### src/rtl/operand_stage_pkg.sv
// operand_stage shared types and constants.
// Widths, opcodes, skid-buffer states, entry bundle.
package operand_stage_pkg;

  localparam int DW   = 8;
  localparam int AW   = 3;
  localparam int OPW  = 2;
  localparam int NREG = 1 << AW;

  localparam logic [OPW-1:0] OP_ADD = 2'b00;
  localparam logic [OPW-1:0] OP_SUB = 2'b01;

  typedef enum logic [1:0] {
    ST_EMPTY = 2'b00,
    ST_ONE   = 2'b01,
    ST_TWO   = 2'b10
  } state_t;

  typedef struct packed {
    logic [DW-1:0]  a;
    logic [DW-1:0]  b;
    logic [OPW-1:0] op;
    logic [AW-1:0]  rd;
  } entry_t;

endpackage

### src/rtl/operand_stage_if.sv
// operand_stage bus: issue side, ALU side, write-back.
// master = upstream/testbench, slave = the stage.
interface operand_stage_if;
  import operand_stage_pkg::*;

  logic           In_valid;
  logic           In_ready;
  logic [AW-1:0]  RsA;
  logic [AW-1:0]  RsB;
  logic [DW-1:0]  Imm;
  logic           UseImm;
  logic [OPW-1:0] OpIn;
  logic [AW-1:0]  Rd;
  logic           Out_valid;
  logic           Out_ready;
  logic [DW-1:0]  InputA;
  logic [DW-1:0]  InputB;
  logic [OPW-1:0] OP;
  logic [AW-1:0]  RdOut;
  logic           WrEn;
  logic [AW-1:0]  WrAddr;
  logic [DW-1:0]  WrData;

  modport master (
    output In_valid, RsA, RsB, Imm, UseImm,
    output OpIn, Rd, Out_ready,
    output WrEn, WrAddr, WrData,
    input  In_ready, Out_valid,
    input  InputA, InputB, OP, RdOut
  );

  modport slave (
    input  In_valid, RsA, RsB, Imm, UseImm,
    input  OpIn, Rd, Out_ready,
    input  WrEn, WrAddr, WrData,
    output In_ready, Out_valid,
    output InputA, InputB, OP, RdOut
  );

endinterface

### src/rtl/operand_stage_reg_file.sv
// 8x8 register file, reg[0] hardwired to zero.
// Two read ports with same-cycle write bypass.
module reg_file
  import operand_stage_pkg::*;
(
  input  logic          Clk,
  input  logic          Reset_n,
  input  logic [AW-1:0] ra,
  input  logic [AW-1:0] rb,
  output logic [DW-1:0] da,
  output logic [DW-1:0] db,
  input  logic          wr_en,
  input  logic [AW-1:0] wr_addr,
  input  logic [DW-1:0] wr_data
);

  logic [DW-1:0] regs [NREG];
  logic          wr_ok;

  assign wr_ok = wr_en && (wr_addr != '0);

  // write port; index 0 is never written
  always_ff @(posedge Clk or negedge Reset_n) begin
    if (!Reset_n) begin
      for (int i = 0; i < NREG; i++)
        regs[i] <= '0;
    end else if (wr_ok) begin
      regs[wr_addr] <= wr_data;
    end
  end

  // read ports: zero index, then bypass, then array
  always_comb begin
    da = regs[ra];
    db = regs[rb];
    if (ra == '0)
      da = '0;
    else if (wr_ok && wr_addr == ra)
      da = wr_data;
    if (rb == '0)
      db = '0;
    else if (wr_ok && wr_addr == rb)
      db = wr_data;
  end

endmodule

### src/rtl/operand_stage.sv
// Operand fetch: reg file read, imm mux for B,
// two-entry skid buffer feeding the ALU.
module operand_stage
  import operand_stage_pkg::*;
(
  input  logic      Clk,
  input  logic      Reset_n,
  operand_stage_if.slave bus
);

  state_t        state;
  state_t        state_nxt;
  entry_t        head;
  entry_t        skid;
  entry_t        in_e;
  logic [DW-1:0] rf_a;
  logic [DW-1:0] rf_b;
  logic          accept;
  logic          drain;
  logic          ld_head_in;
  logic          ld_head_skid;
  logic          ld_skid;

  reg_file u_rf (
    .Clk     (Clk),
    .Reset_n (Reset_n),
    .ra      (bus.RsA),
    .rb      (bus.RsB),
    .da      (rf_a),
    .db      (rf_b),
    .wr_en   (bus.WrEn),
    .wr_addr (bus.WrAddr),
    .wr_data (bus.WrData)
  );

  assign in_e.a  = rf_a;
  assign in_e.b  = bus.UseImm ? bus.Imm : rf_b;
  assign in_e.op = bus.OpIn;
  assign in_e.rd = bus.Rd;

  // handshake flags decoded straight from state
  assign bus.In_ready  = (state != ST_TWO);
  assign bus.Out_valid = (state != ST_EMPTY);

  assign accept = bus.In_valid & bus.In_ready;
  assign drain  = bus.Out_valid & bus.Out_ready;

  // state register
  always_ff @(posedge Clk or negedge Reset_n) begin
    if (!Reset_n) state <= ST_EMPTY;
    else          state <= state_nxt;
  end

  // next state and buffer load controls
  always_comb begin
    state_nxt    = state;
    ld_head_in   = 1'b0;
    ld_head_skid = 1'b0;
    ld_skid      = 1'b0;
    unique case (state)
      ST_EMPTY: begin
        if (accept) begin
          state_nxt  = ST_ONE;
          ld_head_in = 1'b1;
        end
      end
      ST_ONE: begin
        unique case (1'b1)
          accept && drain: begin
            ld_head_in = 1'b1;
          end
          accept && !drain: begin
            state_nxt = ST_TWO;
            ld_skid   = 1'b1;
          end
          !accept && drain: begin
            state_nxt = ST_EMPTY;
          end
          default: ;
        endcase
      end
      ST_TWO: begin
        if (drain) begin
          state_nxt    = ST_ONE;
          ld_head_skid = 1'b1;
        end
      end
      default: state_nxt = ST_EMPTY;
    endcase
  end

  // head and skid storage
  always_ff @(posedge Clk or negedge Reset_n) begin
    if (!Reset_n) begin
      head <= '0;
      skid <= '0;
    end else begin
      if (ld_head_in)        head <= in_e;
      else if (ld_head_skid) head <= skid;
      if (ld_skid)           skid <= in_e;
    end
  end

  assign bus.InputA = head.a;
  assign bus.InputB = head.b;
  assign bus.OP     = head.op;
  assign bus.RdOut  = head.rd;

endmodule
### src/flat_wrapper.sv
// flat-port wrapper written by rule: the top's interface ports become plain ports
module operand_stage_flat import operand_stage_pkg::*;
  (Clk, Reset_n, bus_In_valid, bus_RsA, bus_RsB, bus_Imm, bus_UseImm, bus_OpIn, bus_Rd, bus_Out_ready, bus_WrEn, bus_WrAddr, bus_WrData, bus_In_ready, bus_Out_valid, bus_InputA, bus_InputB, bus_OP, bus_RdOut);
  operand_stage_if bus_i ();
  input  logic Clk;
  input  logic Reset_n;
  input wire logic [$bits(bus_i.In_valid)-1:0] bus_In_valid;
  input wire logic [$bits(bus_i.RsA)-1:0] bus_RsA;
  input wire logic [$bits(bus_i.RsB)-1:0] bus_RsB;
  input wire logic [$bits(bus_i.Imm)-1:0] bus_Imm;
  input wire logic [$bits(bus_i.UseImm)-1:0] bus_UseImm;
  input wire logic [$bits(bus_i.OpIn)-1:0] bus_OpIn;
  input wire logic [$bits(bus_i.Rd)-1:0] bus_Rd;
  input wire logic [$bits(bus_i.Out_ready)-1:0] bus_Out_ready;
  input wire logic [$bits(bus_i.WrEn)-1:0] bus_WrEn;
  input wire logic [$bits(bus_i.WrAddr)-1:0] bus_WrAddr;
  input wire logic [$bits(bus_i.WrData)-1:0] bus_WrData;
  output wire logic [$bits(bus_i.In_ready)-1:0] bus_In_ready;
  output wire logic [$bits(bus_i.Out_valid)-1:0] bus_Out_valid;
  output wire logic [$bits(bus_i.InputA)-1:0] bus_InputA;
  output wire logic [$bits(bus_i.InputB)-1:0] bus_InputB;
  output wire logic [$bits(bus_i.OP)-1:0] bus_OP;
  output wire logic [$bits(bus_i.RdOut)-1:0] bus_RdOut;
  assign bus_i.In_valid = bus_In_valid;
  assign bus_i.RsA = bus_RsA;
  assign bus_i.RsB = bus_RsB;
  assign bus_i.Imm = bus_Imm;
  assign bus_i.UseImm = bus_UseImm;
  assign bus_i.OpIn = bus_OpIn;
  assign bus_i.Rd = bus_Rd;
  assign bus_i.Out_ready = bus_Out_ready;
  assign bus_i.WrEn = bus_WrEn;
  assign bus_i.WrAddr = bus_WrAddr;
  assign bus_i.WrData = bus_WrData;
  assign bus_In_ready = bus_i.In_ready;
  assign bus_Out_valid = bus_i.Out_valid;
  assign bus_InputA = bus_i.InputA;
  assign bus_InputB = bus_i.InputB;
  assign bus_OP = bus_i.OP;
  assign bus_RdOut = bus_i.RdOut;
  operand_stage u_core (.Clk(Clk), .Reset_n(Reset_n), .bus(bus_i));
endmodule
### config.mk
export PLATFORM = sky130hd
export DESIGN_NAME = operand_stage_flat
export DESIGN_NICKNAME = d
export VERILOG_FILES = /design/src/rtl/operand_stage_pkg.sv /design/src/rtl/operand_stage_if.sv /design/src/rtl/operand_stage_reg_file.sv /design/src/rtl/operand_stage.sv /design/src/flat_wrapper.sv
export SDC_FILE = /design/constraint.sdc
export NUM_CORES = 1
export LEC_CHECK = 0
export CAP_MARGIN = 20
export CELL_PAD_IN_SITES_DETAIL_PLACEMENT = 1
export CELL_PAD_IN_SITES_GLOBAL_PLACEMENT = 1
export CORE_AREA = 3 3 118 149
export DETAILED_ROUTE_END_ITERATION = 8
export DIE_AREA = 0 0 121 152
export GPL_TIMING_DRIVEN = 0
export HOLD_SLACK_MARGIN = 0.06
export PLACE_DENSITY_LB_ADDON = 0.12
export SLEW_MARGIN = 40
export SYNTH_ARGS = -nofsm -noshare
export SYNTH_HDL_FRONTEND = slang
export SYNTH_SLANG_ARGS = --single-unit
export TNS_END_PERCENT = 1
### constraint.sdc
create_clock -name Clk -period 1.7 [get_ports Clk]
set_input_delay 0.255 -clock Clk [delete_from_list [all_inputs] [get_ports Clk]]
set_output_delay 0.255 -clock Clk [all_outputs]
set_load 0.1 [all_outputs]
==> results.cfg, run 1 <==
[synthesis]
yosysSeqAreaShare_pct = 47.6
syn-cell-area_um2 = 5680
synth-warning-count = 0
synth.ff_latch_count = 108
synth_cells = 455
syn_area_per_cell_um2 = 12.5
synth_edf_count = 0
yosysUniqueCellTypes = 45
syn-num-nets = 491
synth_async_sr_flop_share_pct = 100
ys.flop_type = dfrtp_1

[global_routing]
gr-total-overflow = 0
grt_pass1_vias = 4469
grt_pass1_wl_um = 25700
antenna_found_initial = 0
grt_max_degree = 59
grt_util_all_layers_pct = 18.3

[routing]
met2_length_um = 8770
wl_um = 16200
top_layer_used = met4
routed-via-count = 4012
routedWlPerCell_um = 21.7
wl_met1_um = 6550
dr.pass1.iters = 4
route.detailed.vias_per_inst = 5.40
wl_met3_um = 521
drc_errors = 0
drt_iter0_drc = 199
ant_nets = 0

[timing]
hold_viol = 0
relSlewSlack_pct = 45.0
rsz0062_at_grt = true
finalMaxSlewViolations = 0
worst_slack_ps = 8.13
setup_viol = 0
timing.fmax_mhz = 591
min_period_ps = 1690
setup_tns_ps = 0
finalClockSkew_ps = 5.70
worst_pin_slew_ps = 821
fin_crit_sh_pct = 99.5
hold_ws_ps = 237

[hold_path]
hold_class = primary input to flip-flop

[clocking]
clockRootBuffer = clkbuf_16
clkSinkCount = 108
clk_latency_ps = 350
htreeDepth = 3
clockBufferDepth = 2
cts_tree = done
clk_pin_slew_ps = 70
numCtsBuffers = 9

[placed_design]
dp_slack_ps = -1030
hpwlAfterDp_um = 11600
io_buffer_count = 51
placed_area_um2 = 6400
routabilityCongestion = 0.768
dp.cells = 723

[final_layout]
syn2layout_area_growth_pct = 22.5
stdcell_count = 743
drive_above_1_share_pct = 37.0
utilization_pct = 42.9
stdcell_area_um2 = 6960
num_antenna_cells = 0
fill_cells = 1689
fin_nets = 559

[power]
power.density_nw_per_um2 = 1340
leakage_nw = 2.99
peakVddDrop_v = 0.000589
power_mw = 9.30

[worst_setup_path]
worstPathArrival_ps = 1960
cp.required_ps = 1970
cp_max_fo = 9
crit_type = flip-flop to flip-flop
setup.worst_path.end_class = flip-flop
startpoint_type = flip-flop

[die]
rows = 52
die_area_um2 = 18400
coreArea_um2 = 16200
dieWidth_um = 121
die_h_um = 152
initial_utilization_pct = 35.0
io_pins = 59

[run_status]
status = completed

[run]
drv_cap = 0
==> worst max-delay path, stage by stage (launching register included) <==
cell	delay [ps]
dfrtp_1	430
nand3b_1	200
buf_6	170
a21oi_4	190
o22ai_1	140
or3_1	320
o22ai_1	150
==> flip-flops by register name (all words and copies together) (netlist names) <==
register / cells
u_core.u_rf.regs: 64
u_core.bus.OP: 2
u_core.bus.InputB: 8
u_core.skid: 21
u_core.state: 2
u_core.bus.RdOut: 3
u_core.bus.InputA: 8
==> power by group <==
group | total, mW | internal [mW] | switching [mW] | leakage, nW
Combinational | 3.37 | 1.16 | 2.21 | 1.52
Sequential | 3.64 | 3.23 | 0.406 | 1.32
Clock | 2.29 | 1.33 | 0.960 | 0.151
Total | 9.30 | 5.72 | 3.57 | 2.99
==> layout by cell type, fill, tap and decap left out, types with 4 or more instances in the layout <==
cell type and n:
mux4_2 30, clkbuf_2 5, o221ai_1 7, mux2i_1 20, mux2_2 65, inv_1 6, nor4b_4 4, dfrtp_1 108
nand2_1 47, buf_6 8, buf_4 9, or3_1 4, o21ai_0 23, nand3_1 17, buf_2 24, clkbuf_1 12
nor2_1 4, clkdlybuf4s50_1 22, o22ai_1 10, o211ai_1 5, nand2b_1 4, a21oi_1 18, clkbuf_16 9, o21ai_2 9
==> per-layer routing <==
metal | global-route usage (%) | vias up
li1 | - | 1834
met1 | 21.4 | 2092
met2 | 33.4 | 65
met3 | 3.31 | 21
met4 | 5.72 | 0
met5 | 0 | -
==> cell families after synthesis <==
group | after synthesis | synth area share (%)
xor+xnor | 4 | 0.750
buf+inv | 41 | 3.48
simple gates | 101 | 9.68
flops | 108 | 47.6
mux | 120 | 29.8
compound gates | 81 | 8.71
==> final timing paths <==
path / start / to / slack, ps / depth (start not counted)
max: u_core.state[0]$_DFFE_PN0P_ / u_core.bus.InputB[7]$_DFFE_PN0P_ / 8 / 6
min: bus_Out_ready / u_core.state[1]$_DFFE_PN0P_ / 240 / 2
max reg2reg: u_core.state[0]$_DFFE_PN0P_ / u_core.bus.InputB[7]$_DFFE_PN0P_ / 8 / 6
min reg2reg: u_core.u_rf.regs[61]$_DFFE_PN0P_ / u_core.u_rf.regs[61]$_DFFE_PN0P_ / 480 / 1
max in group asynchronous: Reset_n / u_core.u_rf.regs[42]$_DFFE_PN0P_ / 640 / 3
min in group asynchronous: Reset_n / u_core.bus.InputB[7]$_DFFE_PN0P_ / 430 / 2
==> Yosys cell counts, types with 2 or more instances <==
cell / instances / share of area [%]
dfrtp_1: 108 / 48
o22ai_1: 10 / 1.1
o211ai_1: 5 / 0.66
mux4_2: 30 / 12
buf_4: 4 / 0.53
mux4_1: 2 / 0.93
a21oi_1: 18 / 1.6
and2_1: 2 / 0.22
o221ai_1: 7 / 1.1
o21ai_0: 35 / 3.1
nand3_1: 18 / 1.6
or3_1: 4 / 0.44
buf_6: 2 / 0.40
nor2b_1: 2 / 0.22
nand2_1: 48 / 3.2
nand2b_1: 4 / 0.44
xnor2_1: 3 / 0.46
nand4b_1: 3 / 0.46
mux2_2: 65 / 13
mux2i_1: 23 / 4.1
nand4_2: 2 / 0.44
nor4b_2: 2 / 0.53
nor2_1: 4 / 0.26
inv_1: 6 / 0.40
clkbuf_1: 18 / 1.2
buf_2: 11 / 0.97
==> final cells by class <==
type	count	area (um^2)	area share, %
flip-flops and latches	108	2700	38.9
plain buffers	35	240	3.45
well taps	216	270	3.89
multi-input cells	306	2920	42.0
inverters	6	22.5	0.324
clock inverters	5	83.8	1.21
repair buffers	57	474	6.82
clock buffers	10	239	3.44
==> timing repair <==
item / in CTS / in global routing
endpoints found under the setup margin: 89 / 55
setup buffers: 3 / 1
gates resized for setup: 50 / 28
endpoints found under the hold margin: 57 / 0
hold buffers: 1 / 0
pin swaps: 3 / 2
(Power assumes the default switching activity.)
==> run 2: changes to the inputs <==
Settings changed: RECOVER_POWER from default to 50, TNS_END_PERCENT 1 to default.
Clock period 1.7 ns to 1.8 ns, I/O delays scaled along.
==> results.cfg, run 2 (synthesized netlist as in run 1, its figures left out) <==
[routing]
routedWlPerCell_um = 21.8
route.detailed.vias_per_inst = 5.34
ant_nets = 0
drc_errors = 0
wl_um = 16300
routed-via-count = 3987
met2_length_um = 8890
dr.pass1.iters = 4
wl_met3_um = 531
top_layer_used = met4
drt_iter0_drc = 197
wl_met1_um = 6500

[clocking]
numCtsBuffers = 9
clockRootBuffer = clkbuf_16
clk_latency_ps = 350
htreeDepth = 3
clk_pin_slew_ps = 70
cts_tree = done
clkSinkCount = 108
clockBufferDepth = 2

[worst_setup_path]
worstPathArrival_ps = 1930
reg2reg_depth = 6
max_stage_delay_ps = 380
reg2reg_to = u_core.bus.InputB[7]$_DFFE_PN0P_
rr_startpoint = u_core.state[0]$_DFFE_PN0P_
startpoint_type = primary input
path_cells = buf_2 > buf_2 > mux4_2 > mux2i_1 > nand3_1 > o21ai_2 > o221ai_1
crit_top_cell = buf_2
critPathLaunch = bus_RsB[2]
reg2reg_slack_ps = 100
setup.worst_path.end_class = flip-flop
cp.required_ps = 2020
crit_type = primary input to flip-flop
slowest_stage = buf_2
cp_max_fo = 10

[final_layout]
syn2layout_area_growth_pct = 22.2
drive_above_1_share_pct = 37.1
final_common_cell = dfrtp_1
stdcell_count = 747
regMostFlops = u_core.u_rf.regs
biggestRegsByFlops = u_core.u_rf.regs x64, u_core.skid x21
fin_nets = 563
largest_reg_flops = 64
fill_cells = 1695
utilization_pct = 42.8
layout_common_cells = dfrtp_1 (107), mux2_2 (65), nand2_1 (47)
num_antenna_cells = 0

[die]
initial_utilization_pct = 35.0
io_pins = 59
coreArea_um2 = 16200
rows = 52
dieWidth_um = 121
die_area_um2 = 18400
die_h_um = 152

[hold_path]
hold_depth = 2
worstHoldStart = bus_Out_ready
hold_class = primary input to flip-flop
hold_path_end = u_core.state[1]$_DFFE_PN0P_

[timing]
relSlewSlack_pct = 44.7
setup_viol = 0
fin_crit_sh_pct = 95.1
hold_viol = 0
finalClockSkew_ps = 4.26
finalMaxSlewViolations = 0
timing.fmax_mhz = 584
min_period_ps = 1710
worst_pin_slew_ps = 829
hold_ws_ps = 251

[global_routing]
gr-total-overflow = 0
antenna_found_initial = 0
grt_pass1_vias = 4505
grt_pass1_wl_um = 25900
grt_util_all_layers_pct = 18.5
grt_max_degree = 59

[power]
switching_share_pct = 38.5
leakage_nw = 2.99
pwr-share-comb_pct = 36.1
switching_power_mw = 3.37
power.density_nw_per_um2 = 1260
clkPwrFrac_pct = 24.7
p_seq_share_pct = 39.2
power_mw = 8.76
internal_power_mw = 5.39
peakVddDrop_v = 0.000554

[run_status]
status = completed

[placed_design]
routabilityCongestion = 0.768
io_buffer_count = 51
dp.cells = 723
hpwlAfterDp_um = 11600

[run]
drv_cap = 0
-- run 2: layer usage --
| layer | up-vias | GRT usage [%] |
|---|---|---|
| li1 | 1841 | - |
| met1 | 2059 | 21.5 |
| met2 | 64 | 33.8 |
| met3 | 23 | 3.42 |
| met4 | 0 | 5.99 |
| met5 | - | 0 |
-- run 2: power by group through the flow --
stage / registers [mW] / logic, mW / clock network, mW
floorplan: 4.45 / 1.35 / 0
detailed placement: 3.48 / 3.11 / 0
global route: 3.52 / 3.39 / 2.34
CTS: 3.43 / 3.20 / 2.23
global placement: 3.44 / 3.18 / 0
finish: 3.44 / 3.16 / 2.16
-- run 2: worst max path at each step --
stage | end | slack, ps
2_1_floorplan | u_core.skid[10]$_DFFE_PN0P_ | 100
3_3_place_gp | u_core.u_rf.regs[18]$_DFFE_PN0P_ | -3830
3_5_place_dp | u_core.skid[6]$_DFFE_PN0P_ | -950
4_1_cts | u_core.skid[17]$_DFFE_PN0P_ | 10
5_1_grt | u_core.bus.InputB[5]$_DFFE_PN0P_ | -4
6_report | u_core.skid[7]$_DFFE_PN0P_ | 90
-- run 2: worst max-delay path, delay by kind of cell --
family | cells | cell delay (ps)
and+or+nand+nor | 1 | 140
muxes | 2 | 620
buffers and inverters | 2 | 660
AOI/OAI and AO/OA | 2 | 230
-- run 2: stage by stage --
step,worst slack (ps),setup TNS [ps],area [um^2]
6_report,87.5,0,6940
5_1_grt,-3.75,-3.75,6940
4_1_cts,9.83,0,6920
3_5_place_dp,-949,-57650,6400
3_3_place_gp,-3830,-472670,6460
2_1_floorplan,95.5,0,5680
-- run 2: area by class of cell --
| cell class | instances | area [um^2] | area share [%] |
|---|---|---|---|
| buffer | 34 | 219 | 3.16 |
| multi-input combinational | 306 | 2920 | 42.1 |
| timing repair buffer | 62 | 479 | 6.91 |
| tap | 216 | 270 | 3.90 |
| clock buffer | 10 | 239 | 3.45 |
| clock inverter | 5 | 83.8 | 1.21 |
| sequential | 108 | 2700 | 39.0 |
| inverter | 6 | 22.5 | 0.325 |
-- run 2: repair_timing --
| item | 4_1_cts | 5_1_grt |
|---|---|---|
| gates resized for setup | 47 | 17 |
| pin swaps | 4 | 2 |
| hold buffers | 1 | 0 |
| endpoints found under the setup margin | 89 | 28 |
| buffers inserted | 8 | 1 |
| hold endpoints to repair | 57 | 0 |
==> variant, RTL diff (flow settings as in run 1) <==
Set the package constant `AW` to 2 (it was 3).
--- a/src/rtl/operand_stage_pkg.sv
+++ b/src/rtl/operand_stage_pkg.sv
@@ -5,3 +5,3 @@
   localparam int DW   = 8;
-  localparam int AW   = 3;
+  localparam int AW   = 2;
   localparam int OPW  = 2;
Ports: changed (5 resized); port bits go from 59 to 54. No check against the original RTL was run, so the function may have changed too.
==> variant against run 1 <==
- first-iteration DRC count fell by 31%
- final area shrank 26%
- power decreased by 22%
- area after synthesis down 32%
- sequential cell count down 34
- worst setup slack improved by 0.038 ns
- wire length fell by 28%
- die area unchanged
- largest power group is now combinational cells
==> variant: results (changes against run 1) <==
<table>
<tr><th>Metric</th><th>Value</th></tr>
<tr><th colspan="2">Run status</th></tr>
<tr><td>Run status</td><td>finished, final reports clean</td></tr>
<tr><th colspan="2">Critical path</th></tr>
<tr><td>Worst-path maximum fanout</td><td>8 (-1)</td></tr>
<tr><td>Worst reg2reg path depth</td><td>5 (-1)</td></tr>
<tr><td>Reg-to-reg endpoint</td><td>u_core.bus.InputB[6]</td></tr>
<tr><th colspan="2">Cells and area</th></tr>
<tr><td>Number of flip-flops under the largest register name</td><td>32 (-50%)</td></tr>
<tr><td>Largest registers</td><td>u_core.u_rf.regs x32, u_core.skid x20</td></tr>
<tr><td>Nets@finish</td><td>426 (-24%)</td></tr>
<tr><td>Fillcell total</td><td>1768 (+4.7%)</td></tr>
<tr><td>Non-filler instance count after layout</td><td>614 (-17%)</td></tr>
<tr><th colspan="2">Synth</th></tr>
<tr><td>Xor-xnor portion of the synthesized cell area</td><td>0.00456 (-0.00293)</td></tr>
<tr><td>Post-synthesis area per instance</td><td>11.7 sq um (-6.2%)</td></tr>
<tr><td>Synth unique cells</td><td>31 (-31%)</td></tr>
<tr><td>Post-synth net total</td><td>360 (-27%)</td></tr>
<tr><td>Area contributors post-synth</td><td>sky130_fd_sc_hd__dfrtp_1, sky130_fd_sc_hd__mux2_2, sky130_fd_sc_hd__mux2i_1</td></tr>
<tr><td>List of most frequent post-synthesis cells</td><td>sky130_fd_sc_hd__dfrtp_1, sky130_fd_sc_hd__nand2_1, sky130_fd_sc_hd__a21oi_1, sky130_fd_sc_hd__mux2_2, sky130_fd_sc_hd__mux2i_1</td></tr>
<tr><th colspan="2">Detailed routing</th></tr>
<tr><td>Iteration-0 DRC Markers</td><td>137 (-31%)</td></tr>
<tr><td>Routed WL</td><td>11600 um (-28%)</td></tr>
<tr><td>Detail-routed via count per cell</td><td>4.72 (-13%)</td></tr>
<tr><th colspan="2">GRT</th></tr>
<tr><td>Maximum number of pins on one net before global-route repair</td><td>43 (-27%)</td></tr>
<tr><td>Vias in the first global route</td><td>3179 (-29%)</td></tr>
<tr><td>GRT Util Overall</td><td>0.131 (-0.0516)</td></tr>
<tr><td>Wire length of the first global-routing pass</td><td>18300 um (-29%)</td></tr>
<tr><th colspan="2">Timing</th></tr>
<tr><td>Worst slew margin</td><td>0.553 (+0.103)</td></tr>
<tr><td>Skew final</td><td>0.00866 ns (+0.00296 ns)</td></tr>
<tr><th colspan="2">Placement</th></tr>
<tr><td>Placement-stage worst setup slack</td><td>-0.808 ns (+0.226 ns)</td></tr>
<tr><td>Placer congestion estimate</td><td>0.726 (-5.5%)</td></tr>
<tr><td>DP Cell Count</td><td>596 (-18%)</td></tr>
<tr><td>Total half-perimeter wirelength after legalization and detailed placement</td><td>8070 um (-30%)</td></tr>
<tr><th colspan="2">Min path</th></tr>
<tr><td>Hold/Removal Path Class</td><td>in2async</td></tr>
</table>
variant: cell count changes in the layout (fill, tap and decap cells not counted), moves of 8 or more:
cell	change
sky130_fd_sc_hd__dfrtp_1	-34
sky130_fd_sc_hd__a21oi_1	+16
sky130_fd_sc_hd__mux2_2	-41
sky130_fd_sc_hd__a211oi_2	+16
sky130_fd_sc_hd__nand3_1	-15
sky130_fd_sc_hd__and3_1	+8
sky130_fd_sc_hd__mux4_2	-20
sky130_fd_sc_hd__mux2i_4	+13
sky130_fd_sc_hd__mux2i_1	-12
sky130_fd_sc_hd__nor2_1	+10
sky130_fd_sc_hd__o21ai_0	-22
variant: how the worst max path moves through the flow:
stage / slack, ns / depth (start not counted) / from / to
after detailed placement: -0.81 / 5 / bus_RsA[1] / u_core.bus.InputA[2]
after global placement: -2.58 / 1 / Reset_n / u_core.bus.InputA[3]
after global routing: -0.005 / 7 / bus_RsB[1] / u_core.bus.InputB[2]
after floorplan: 0.20 / 2 / u_core.state[0] / u_core.state[1]
after CTS: -0.001 / 5 / bus_RsB[0] / u_core.bus.InputB[2]
final: 0.05 / 2 / u_core.state[1] / bus_Out_valid
variant: timing repair:
action                     4_1_cts  5_1_grt
setup endpoints to repair       36       34
hold endpoints to repair        32        0
pin swaps                        3        0
resized for setup               43       22
hold buffers                     1        0
setup buffers                    3        0
variant: critical path, stage by stage (launching register included):
cell	delay [ns]
sky130_fd_sc_hd__dfrtp_1	0.46
sky130_fd_sc_hd__or2_2	0.32
sky130_fd_sc_hd__clkbuf_4	0.28
variant: final cells by class:
class	count	area share
multi-input combinational	227	0.403
timing repair buffer	56	0.0959
clock inverter	5	0.0107
buffer	26	0.0314
tap	216	0.0526
sequential	74	0.360
clock buffer	10	0.0465
variant: stage by stage:
step | power, mW | area (sq um) | TNS, ns
floorplan | 4.53 | 3840 | 0
global placement | 5.28 | 4620 | -219.43
detailed placement | 5.19 | 4540 | -27.50
CTS | 7.31 | 5080 | -0.00134
global route | 7.63 | 5140 | -0.00790
finish | 7.21 | 5140 | 0
variant: cells by family after synthesis:
family | Yosys count
XOR/XNOR | 2
AO/OA/AOI/OAI | 78
flip-flops | 74
AND/OR/NAND/NOR | 83
buffers and inverters | 27
multiplexers | 64
variant: routing by layer:
layer  share of wire  global-route usage  vias up
met3           0.039              0.0227       11
li1                -                   -     1346
met2            0.50               0.217       52
met1            0.44               0.169     1487
met4           0.016              0.0518        0
met5               0                   0        -
variant: where the power goes:
| group | switching (mW) | total (mW) | leakage (nW) | internal (mW) |
|---|---|---|---|---|
| clock network | 0.759 | 1.92 | 0.140 | 1.16 |
| registers | 0.280 | 2.50 | 0.915 | 2.22 |
| logic | 1.95 | 2.79 | 1.11 | 0.836 |
